[config.mk]
export PLATFORM = sky130hd
export DESIGN_NAME = vga_timing_ctrl
export DESIGN_NICKNAME = d
export VERILOG_FILES = /design/src/rtl/vga_timing_ctrl.sv
export SDC_FILE = /design/constraint.sdc
export NUM_CORES = 1
export LEC_CHECK = 0
export ABC_AREA = 1
export CORE_MARGIN = 4
export CORE_UTILIZATION = 28
export DETAILED_ROUTE_END_ITERATION = 8
export PLACE_DENSITY = 0.49
export SLEW_MARGIN = 10
export SYNTH_ARGS = -nofsm -noshare
export SYNTH_HDL_FRONTEND = slang
export SYNTH_SLANG_ARGS = --single-unit
[constraint.sdc]
create_clock -name sys_clk -period 1.9 [get_ports sys_clk]
set_input_delay 0.57 -clock sys_clk [delete_from_list [all_inputs] [get_ports sys_clk]]
set_output_delay 0.57 -clock sys_clk [all_outputs]
set_load 0.02 [all_outputs]
[src/rtl/vga_timing_ctrl.sv]
// VGA 640x480@60 timing controller: line/frame counters, pixel requests issued ahead of
// the display, and re-alignment of returned pixel data with hsync, vsync and data-enable.
module vga_timing_ctrl #(
  parameter int unsigned H_SYNC  = 96,
  parameter int unsigned H_BACK  = 48,
  parameter int unsigned H_DISP  = 640,
  parameter int unsigned H_TOTAL = 800,
  parameter int unsigned V_SYNC  = 2,
  parameter int unsigned V_BACK  = 33,
  parameter int unsigned V_DISP  = 480,
  parameter int unsigned V_TOTAL = 525,
  parameter int unsigned PIX_LAT = 1
) (
  input  logic        sys_clk,
  input  logic        sys_rst,
  input  logic        en,
  input  logic [15:0] pix_data,
  output logic        pix_req,
  output logic [9:0]  pix_x,
  output logic [9:0]  pix_y,
  output logic        frame_start,
  output logic        vga_hs,
  output logic        vga_vs,
  output logic        vga_de,
  output logic [15:0] vga_rgb
);

  localparam logic [9:0] HSyncEnd  = 10'(H_SYNC);
  localparam logic [9:0] HActStart = 10'(H_SYNC + H_BACK);
  localparam logic [9:0] HActEnd   = 10'(H_SYNC + H_BACK + H_DISP);
  localparam logic [9:0] HLast     = 10'(H_TOTAL - 1);
  localparam logic [9:0] VSyncEnd  = 10'(V_SYNC);
  localparam logic [9:0] VActStart = 10'(V_SYNC + V_BACK);
  localparam logic [9:0] VActEnd   = 10'(V_SYNC + V_BACK + V_DISP);
  localparam logic [9:0] VLast     = 10'(V_TOTAL - 1);
  localparam int unsigned LastStage = PIX_LAT - 1;

  logic [9:0]         h_cnt_q, h_cnt_d, v_cnt_q, v_cnt_d;
  logic               req_q, req_d, fs_q, fs_d;
  logic [9:0]         x_q, x_d, y_q, y_d;
  logic               raw_hs_q, raw_hs_d, raw_vs_q, raw_vs_d;
  logic [PIX_LAT-1:0] hs_pipe_q, hs_pipe_d, vs_pipe_q, vs_pipe_d, de_pipe_q, de_pipe_d;
  logic               hs_q, hs_d, vs_q, vs_d, de_q, de_d;
  logic [15:0]        rgb_q, rgb_d;
  logic               h_act, v_act, h_wrap;

  always_comb begin
    h_act  = (h_cnt_q >= HActStart) && (h_cnt_q < HActEnd);
    v_act  = (v_cnt_q >= VActStart) && (v_cnt_q < VActEnd);
    h_wrap = (h_cnt_q == HLast);

    h_cnt_d = h_wrap ? 10'd0 : h_cnt_q + 10'd1;
    v_cnt_d = v_cnt_q;
    if (h_wrap) begin
      v_cnt_d = (v_cnt_q == VLast) ? 10'd0 : v_cnt_q + 10'd1;
    end

    req_d    = h_act && v_act;
    x_d      = req_d ? h_cnt_q - HActStart : 10'd0;
    y_d      = req_d ? v_cnt_q - VActStart : 10'd0;
    fs_d     = (h_cnt_q == 10'd0) && (v_cnt_q == 10'd0);
    raw_hs_d = (h_cnt_q >= HSyncEnd);
    raw_vs_d = (v_cnt_q >= VSyncEnd);

    // Control bits wait PIX_LAT clocks so they meet the data returned by the source.
    hs_pipe_d = PIX_LAT'({hs_pipe_q, raw_hs_q});
    vs_pipe_d = PIX_LAT'({vs_pipe_q, raw_vs_q});
    de_pipe_d = PIX_LAT'({de_pipe_q, req_q});

    hs_d  = hs_pipe_q[LastStage];
    vs_d  = vs_pipe_q[LastStage];
    de_d  = de_pipe_q[LastStage];
    rgb_d = de_pipe_q[LastStage] ? pix_data : 16'h0;

    // Disabling flushes everything so a restart begins a clean frame.
    if (!en) begin
      h_cnt_d   = 10'd0;
      v_cnt_d   = 10'd0;
      req_d     = 1'b0;
      x_d       = 10'd0;
      y_d       = 10'd0;
      fs_d      = 1'b0;
      raw_hs_d  = 1'b1;
      raw_vs_d  = 1'b1;
      hs_pipe_d = '1;
      vs_pipe_d = '1;
      de_pipe_d = '0;
      hs_d      = 1'b1;
      vs_d      = 1'b1;
      de_d      = 1'b0;
      rgb_d     = 16'h0;
    end
  end

  always_ff @(posedge sys_clk or negedge sys_rst) begin
    if (!sys_rst) begin
      h_cnt_q   <= 10'd0;
      v_cnt_q   <= 10'd0;
      req_q     <= 1'b0;
      x_q       <= 10'd0;
      y_q       <= 10'd0;
      fs_q      <= 1'b0;
      raw_hs_q  <= 1'b1;
      raw_vs_q  <= 1'b1;
      hs_pipe_q <= '1;
      vs_pipe_q <= '1;
      de_pipe_q <= '0;
      hs_q      <= 1'b1;
      vs_q      <= 1'b1;
      de_q      <= 1'b0;
      rgb_q     <= 16'h0;
    end else begin
      h_cnt_q   <= h_cnt_d;
      v_cnt_q   <= v_cnt_d;
      req_q     <= req_d;
      x_q       <= x_d;
      y_q       <= y_d;
      fs_q      <= fs_d;
      raw_hs_q  <= raw_hs_d;
      raw_vs_q  <= raw_vs_d;
      hs_pipe_q <= hs_pipe_d;
      vs_pipe_q <= vs_pipe_d;
      de_pipe_q <= de_pipe_d;
      hs_q      <= hs_d;
      vs_q      <= vs_d;
      de_q      <= de_d;
      rgb_q     <= rgb_d;
    end
  end

  assign pix_req     = req_q;
  assign pix_x       = x_q;
  assign pix_y       = y_q;
  assign frame_start = fs_q;
  assign vga_hs      = hs_q;
  assign vga_vs      = vs_q;
  assign vga_de      = de_q;
  assign vga_rgb     = rgb_q;

endmodule
Word-level counts from Yosys, hierarchy flattened

Cells that the tools add are included.

Add/sub/neg operators: 4
Order comparisons: 6
Eq/ne operators: 3
Mux-type cells: 21
Reductions and logical operators: 6

Operators by type and width:

| kind                                                                    | number |
|---|---|
| 10-bit 2-to-1 mux                                                       | 9 |
| 16-bit 2-to-1 mux                                                       | 2 |
| 10-bit by 1-bit adder with 10-bit output, second input constant         | 2 |
| 10-bit equality test, second input constant                             | 2 |
| 10-bit zero test                                                        | 2 |
| 10-bit < comparator, second input constant                              | 2 |
| 10-bit by 2-bit >= comparator with 1-bit output, second input constant  | 1 |
| 10-bit by 6-bit >= comparator with 1-bit output, second input constant  | 1 |
| 10-bit by 7-bit >= comparator with 1-bit output, second input constant  | 1 |
| 10-bit by 8-bit >= comparator with 1-bit output, second input constant  | 1 |
| 1-bit 2-to-1 mux                                                        | 10 |
| 10-bit by 6-bit subtractor with 10-bit output, second input constant    | 1 |
| 10-bit by 8-bit subtractor with 10-bit output, second input constant    | 1 |
| 1-bit logical AND                                                       | 4 |
| 2-bit by 1-bit inequality test with 1-bit output, second input constant | 1 |

Flip-flop bits (word level): 66
Bits of input ports: 19
Output and inout bits: 41
Logic and storage cells: 55

Logic depth before layout (Yosys ltp)

Gate-level depths: netlist of run 1.

Depth in word-level cells: 5
Mapped depth: 9
Gate-level depth less buffers: 9

Worst setup path after synthesis of run 1

Ideal clock, no wire load.

Path type: register to register
Start: register h_cnt_q[4]
End: register y_q[2] (netlist: pix_y[2])
Setup time: 0.123 ns
Data arrival time: 1.324 ns
Data required time: 1.777 ns
Setup slack: 0.453 ns
Cell stages (with the launch flop): 9
Path buffers: 1
Period minus slack after synthesis: 1.447 ns
Path through: dfrtp_1 -> inv_1 -> ha_1 -> nand2_1 -> a21oi_1 -> nand2_1 -> nand4_2 -> buf_6 -> nor2_2

Longest elaborated chain between the ends: 5
Elaborated cells on any way between the ends: 6
Classes of those cells: 2 x order compare; 2 x mux; 2 x reduce/logical

RTL lines:

| item                                                                                          | RTL line | source |
|---|---|---|
| start, declared                                                                               | 38       | `logic [9:0] h_cnt_q, h_cnt_d, v_cnt_q, v_cnt_d;` |
| start signal, assigned                                                                        | 113      | `h_cnt_q <= h_cnt_d;` |
| 10-bit by 8-bit >= comparator with 1-bit output / 10-bit < comparator (equally long branches) | 48       | `h_act = (h_cnt_q >= HActStart) && (h_cnt_q < HActEnd);` |
| 1-bit logical AND (*)                                                                         | 48       |  |
| 1-bit logical AND (*)                                                                         | 58       | `req_d = h_act && v_act;` |
| 10-bit 2-to-1 mux (*)                                                                         | 60       | `y_d = req_d ? v_cnt_q - VActStart : 10'd0;` |
| 10-bit 2-to-1 mux (*)                                                                         | 76       | `if (!en) begin` |
| via y_d[2]                                                                                    | 40       | `logic [9:0] x_q, x_d, y_q, y_d;` |
| end signal, assigned                                                                          | 117      | `y_q <= y_d;` |
| end, declared                                                                                 | 40       |  |

The timed path passes the listed nets; every way through them passes the cells marked *.
A chain may end at the register's enable or synchronous reset.

Final worst setup path of run 1

Start: register x_q[9] (netlist: pix_x[9])
End: output port pix_x[9]

RTL lines:

| item                   | RTL line | source |
|---|---|---|
| start, declared        | 40       |  |
| start signal, assigned | 100      | `x_q <= 10'd0;` |
| start signal, assigned | 116      | `x_q <= x_d;` |
| end, declared          | 19       | `output logic [9:0] pix_x,` |

No word-level cell between the ends.

==> results of run 1 <==
-- cell usage after synthesis (all sizes together) --
cell type	n
nand2	76
nor2	69
dfrtp	60
inv	57
nand3	19
nand4	15
xor2	11
ha	9
buf	6
dfstp	6
o21ai	6
or2	4
a21oi	3
nor4	3
clkbuf	2
o21bai	2
nor3	1
xnor2	1
-- power by group through the flow --
stage               Sequential (mW)  Clock, mW  Combinational [mW]
floorplan                      1.46          0              0.0424
global placement               1.46          0               0.148
detailed placement             1.46          0               0.148
CTS                            1.43       1.30               0.148
global route                   1.43       1.36               0.163
finish                         1.43       1.25               0.143
-- cell usage in the layout (no fill, tap or decap), drive strengths merged, types with 9 or more instances in the layout --
master,n
clkbuf,13
ha,9
nor2,69
xor2,11
nand2,76
dfrtp,60
nand3,19
inv,57
nand4,15
clkdlybuf4s50,51
buf,15
-- area by class of cell --
| type | count | share of cell area, % |
|---|---|---|
| clock buffers | 13 | 3.348 |
| clock inverters | 3 | 1.569 |
| inverters | 57 | 5.158 |
| multi-input cells | 219 | 28.21 |
| flip-flops and latches | 66 | 40.00 |
| well taps | 140 | 4.223 |
| repair buffers | 73 | 17.50 |
-- registers in the layout, summed over array words and instances (netlist names) --
name         cells
hs_pipe_q        1
pix_x           10
pix_req          1
de_pipe_q        1
h_cnt_q         10
raw_vs_q         1
vs_pipe_q        1
pix_y           10
raw_hs_q         1
vga_de           1
frame_start      1
vga_hs           1
vga_vs           1
v_cnt_q         10
vga_rgb         16
-- what timing repair did --
item,4_1_cts,5_1_grt
gates resized for setup,2,5
gates cloned,0,0
endpoints found under the setup margin,2,5
-- kinds of logic (layout without fill, tap and decap cells) --
logic type / after synthesis / in the layout
buffers and inverters: 65 / 146
adder cells (fa/ha/maj): 9 / 9
XOR/XNOR: 12 / 12
flip-flops: 66 / 66
AND/OR/NAND/NOR: 187 / 187
AO/OA/AOI/OAI: 11 / 11
-- per-stage QoR --
step	power, mW	setup WS [ps]	instances	hold WS (ps)
after floorplan	1.502	453.0	350	274.4
after global placement	1.604	39.82	555	467.4
after detailed placement	1.604	25.24	555	466.6
after CTS	2.880	2.465	571	235.5
after global routing	2.955	2.321	571	260.3
final	2.822	53.96	571	225.9
-- per-layer routing --
metal	vias to the layer above	routed length [um]	global-route usage (%)
li1	1223	-	-
met1	1106	3215	15.59
met2	60	3024	16.94
met3	13	316	2.620
met4	0	167	6.571
met5	-	0	0
-- worst min-delay path by stage --
stage,from,endpoint,slack (ps)
final,sys_rst,h_cnt_q[8]$_DFF_PN0_,230
after global routing,sys_rst,h_cnt_q[8]$_DFF_PN0_,260
after CTS,sys_rst,h_cnt_q[8]$_DFF_PN0_,240
after detailed placement,pix_req$_DFF_PN0_,de_pipe_q$_DFF_PN0_,470
after global placement,pix_req$_DFF_PN0_,de_pipe_q$_DFF_PN0_,470
after floorplan,sys_rst,de_pipe_q$_DFF_PN0_,270
==> key figures, run 1 <==
Die
  • Die extent in y: 113.3 um
  • Num ports: 60
  • Starting Density: 28.61%
  • Die ar.: 12830 um^2
  • Row count: 38
  • Die X: 113.3 um
  • Total core area: 10840 um^2

Hold path
  • HP Class: in2async

Cells and area
  • Fin area: 4148 um^2
  • Layout area overhead: 33.72%
  • NumNets Final: 454
  • Diodes inserted: 0
  • Multi-input logic area: 1170 um^2
  • Share of post-route cells with drive strength above 1: 17.17%
  • Fill count: 1094
  • FF+latch area: 1659 um^2
  • Post-layout util: 38.26%

Power
  • Pleak: 2.253 nW
  • P_int: 2.229 mW
  • Reg power frac: 50.7%
  • Pwr dens: 680.4 nW/um^2
  • Clock power share: 44.3%
  • Combinational fraction of design power: 5.1%
  • Sw frac: 21.02%
  • Maximum vdd drop: 342.3 uV
  • Net Sw Power: 593.1 uW

Clock tree
  • H-tree depth: 3
  • Root Driver: clkbuf_8
  • Postcts setup bufs: 0
  • Max clock buf depth: 2
  • Inserted Clock Buffers: 9
  • Clk sinks: 66
  • CTS clk-pin slew, worst paths: 70 ps
  • Clock Latency Late Sink: 340 ps
  • Cts hold-fix bufs: 0
  • CTS tree: done

Place
  • DP Area: 3934 um^2
  • Post-DP HPWL: 5016 um
  • Routability congestion estimate: 0.8747
  • Buffers on Ports: 59

Timing
  • Final setup fails: 0
  • Post-Route Skew: 9.446 ps
  • Fmax: 541.7 MHz
  • Setup_tns: 0 ps
  • Final Hold Fails: 0
  • Worst slew pin tran: 359.9 ps
  • Final Cycle Share: 97.16%
  • Slew headroom: 76.01%
  • Final Critical Period: 1846 ps
  • RSZ-0062 raised after global routing: no
  • Final Slew Violations: 0

Worst setup path
  • Slowest-stage cell, CP: clkdlybuf4s50_1
  • Crit path max fanout: 1
  • Crit-path leading delay family: buffers and inverters
  • Buf/Inv on CP: 1
  • Crit path launch: pix_x[9]$_DFF_PN0_
  • Worst R2R Path Depth: 8
  • Reg2reg start: v_cnt_q[1]$_DFFE_PN0P_
  • Worst setup path endpoint: pix_x[9]
  • CP Capture Type: primary output
  • Reg2reg end: pix_x[9]$_DFF_PN0_
  • Max incr delay on CP: 610 ps
  • Worst setup SP type: flip-flop
  • Setup CP Type: reg2out
  • Critical-path cell list: clkdlybuf4s50_1
  • Worst EP required: 1330 ps
  • Worst path depth: 1
  • Internal reg-to-reg setup slack: 220 ps
  • Critical path arrival: 1280 ps

Global route
  • Total gr overflow: 0
  • Vias in the first global route: 2359
  • Initial antenna violation count: 0
  • First-pass GRT wire length: 11740 um
  • Largest net degree at the start of global routing: 67
  • Overall Global Routing Usage: 11.52%

Drt
  • Routed vias/inst: 4.207
  • DR vias: 2402
  • Remaining DRCs: 0
  • Iteration-0 DRC Markers: 124
  • DRT Pass-1 Iters: 4
  • Antenna-violating nets left: 0
  • Average wire per standard cell: 11.78 um
  • Total Wirelength: 6724 um

Logic synthesis
  • Largest family of logic cells by synthesized area: simple AND/OR/NAND/NOR gates
  • Synth area leader: dfrtp_1
  • Compound-cell area share of the yosys netlist: 1.936%
  • Synth top area share: 48.41%
  • XOR/XNOR share of the synthesized area: 3.388%
  • Syn Area/Cell: 8.862 um^2
  • Mux contribution to synthesized area: 0%
  • Synth cell types: 28
  • Simple-gate share of the synthesized area: 28.76%
  • Dominant cells by area after synthesis: dfrtp_1, nand2_1, inv_1, dfstp_2, nor2_1
  • Syn Std Cell Area: 3102 um^2
  • Seq cells post-synth: 66
  • Seq/Total Area, Yosys: 53.49%
  • Warnings from Yosys: 0
  • Net count after synthesis: 378
  • Post-Syn Instances: 350
  • Synth Area in Adders: 3.630%

Flow run
  • Max cap viols: 0

Outcome
  • Status: completed
Note: power is estimated with default switching activity, not from simulation.
==> run 2: changes to the inputs <==
- SLEW_MARGIN: 10 -> default
==> results of run 2 <==
No change in the layout: final DEF, timing and power equal those of run 1.
==> variant (config.mk and constraints of run 2) <==
Set the parameter `PIX_LAT` to 2 (it was 1).
--- a/src/rtl/vga_timing_ctrl.sv
+++ b/src/rtl/vga_timing_ctrl.sv
@@ -11,3 +11,3 @@
   parameter int unsigned V_TOTAL = 525,
-  parameter int unsigned PIX_LAT = 1
+  parameter int unsigned PIX_LAT = 2
 ) (
Check against the original RTL: not equivalent (a bounded check fails within 4 cycles, from zero or initial values and one cycle with sys_rst low).
==> variant against run 2 <==
Count of clock-buffer cells in the layout fell by 4; cell area is 1.9% higher; sequential cell count up 3; synthesized area rose by 0.52%; largest power group unchanged; critical path type unchanged; setup slack worse by 0.00059 ns; die area grew 0.49%; wire length grew 2.1%; power up 10%; sequential power grew 4%.
==> variant: results <==
set metrics [dict create \
    synthTopCellsByCount "dfrtp_1, inv_1, nor2_1" \
    grt_max_degree 28 \
    crit_arrival_ns 1.28 \
    switchingPower_mw 0.682 \
    worstSkewPairLatency_ns 0.35 \
    vias 2276 \
    synth_top_area_share_pct 49.0 \
    root_buffer "clkbuf_8" \
    syn_area_per_cell_um2 9.51 \
    dp_hpwl_um 5170 \
    crit_path_max_fanout 1 \
    largest_reg_flops 16 \
    gp_congestion 0.842 \
    synth_xor_area_share_pct 4.49 \
    final_max_slew_viol_count 0 \
    synth_compound_area_share_pct 3.73 \
    relSlewSlack_pct 69.8 \
    cts_setup_buffers 0 \
    grt_first_pass_wirelength_um 11800 \
    dp.cells 530 \
    status "finished, final reports clean" \
    syn_nets 356 \
    ys_seq_area_share_pct 55.7 \
    synthTopCellsByArea "dfrtp_1, dfstp_2, inv_1" \
    p_leak_nw 2.42 \
    instances_no_fill 546 \
    clock_skew_ns 0.00866 \
    clock_path_buffers 2 \
    muxShareOfSynthArea_pct 0 \
    yosys.area_share.adder_pct 3.61 \
    layout-drive-gt1-share_pct 19.5 \
    drtIter0Drc 97 \
    finalNetCount 429 \
    grt_use_total_pct 11.7 \
    avgRoutedWirePerCell_um 12.6 \
    vdd_drop_max_mv 0.326 \
]
==> variant: cells by family (layout without fill, tap and decap cells) <==
group / Yosys count / in the layout
AO/OA/AOI/OAI: 21 / 21
adder cells (fa/ha/maj): 9 / 9
flip-flops: 69 / 69
buffers and inverters: 60 / 138
AND/OR/NAND/NOR: 153 / 153
XOR/XNOR: 16 / 16
==> variant: path summary, 6_finish.rpt <==
check                             startpoint            to  slack (ns)  cells after the start
min in group sys_clk            de_pipe_q[0]  de_pipe_q[1]        0.45                      2
worst max register to register    h_cnt_q[4]      pix_x[9]        0.25                      8
worst max-delay path                  vga_de        vga_de        0.05                      1
max in group asynchronous            sys_rst      raw_hs_q        1.15                      2
worst min-delay path                 sys_rst      pix_y[9]        0.16                      1
worst min register to register  de_pipe_q[0]  de_pipe_q[1]        0.45                      2
==> variant: through the flow <==
stage	TNS [ns]	utilization, %	total power, mW	area, µm²	setup slack [ns]
floorplan	0	-	1.57	3120	0.431
global placement	-1.34	36.1	1.68	3930	-0.116
detailed placement	-1.58	36.1	1.68	3930	-0.113
CTS	0	38.3	3.16	4170	0.00456
global route	0	38.8	3.25	4230	0.000449
finish	0	38.8	3.12	4230	0.0534
==> variant: cell type report <==
cell class / count / area, µm²
repair buffers: 71 / 753
fillers: 1103 / 6660
flip-flops and latches: 69 / 1740
clock buffers: 9 / 124
multi-input cells: 199 / 1120
well taps: 140 / 175
inverters: 51 / 191
clock inverters: 7 / 123
==> variant: power by group through the flow <==
stage,combinational (mW),sequential (mW),clock (mW)
6_report,0.152,1.49,1.47
5_1_grt,0.170,1.50,1.58
4_1_cts,0.155,1.49,1.51
3_5_place_dp,0.155,1.52,0
3_3_place_gp,0.154,1.52,0
2_1_floorplan,0.0482,1.53,0
==> variant: layer usage <==
layer	GRT usage, %	part of all wire [%]	wire length [µm]	up-vias
met5	0	0	0	-
met4	4.57	1.8	121	0
met3	3.29	5.6	381	10
met2	18.1	46	3180	50
met1	15.5	46	3180	1064
li1	-	-	-	1152
==> variant: what timing repair did <==
item | in CTS | in global routing
hold buffers | 0 | 0
setup endpoints to repair | 4 | 22
gates resized for setup | 4 | 20
hold endpoints to repair | 0 | 0
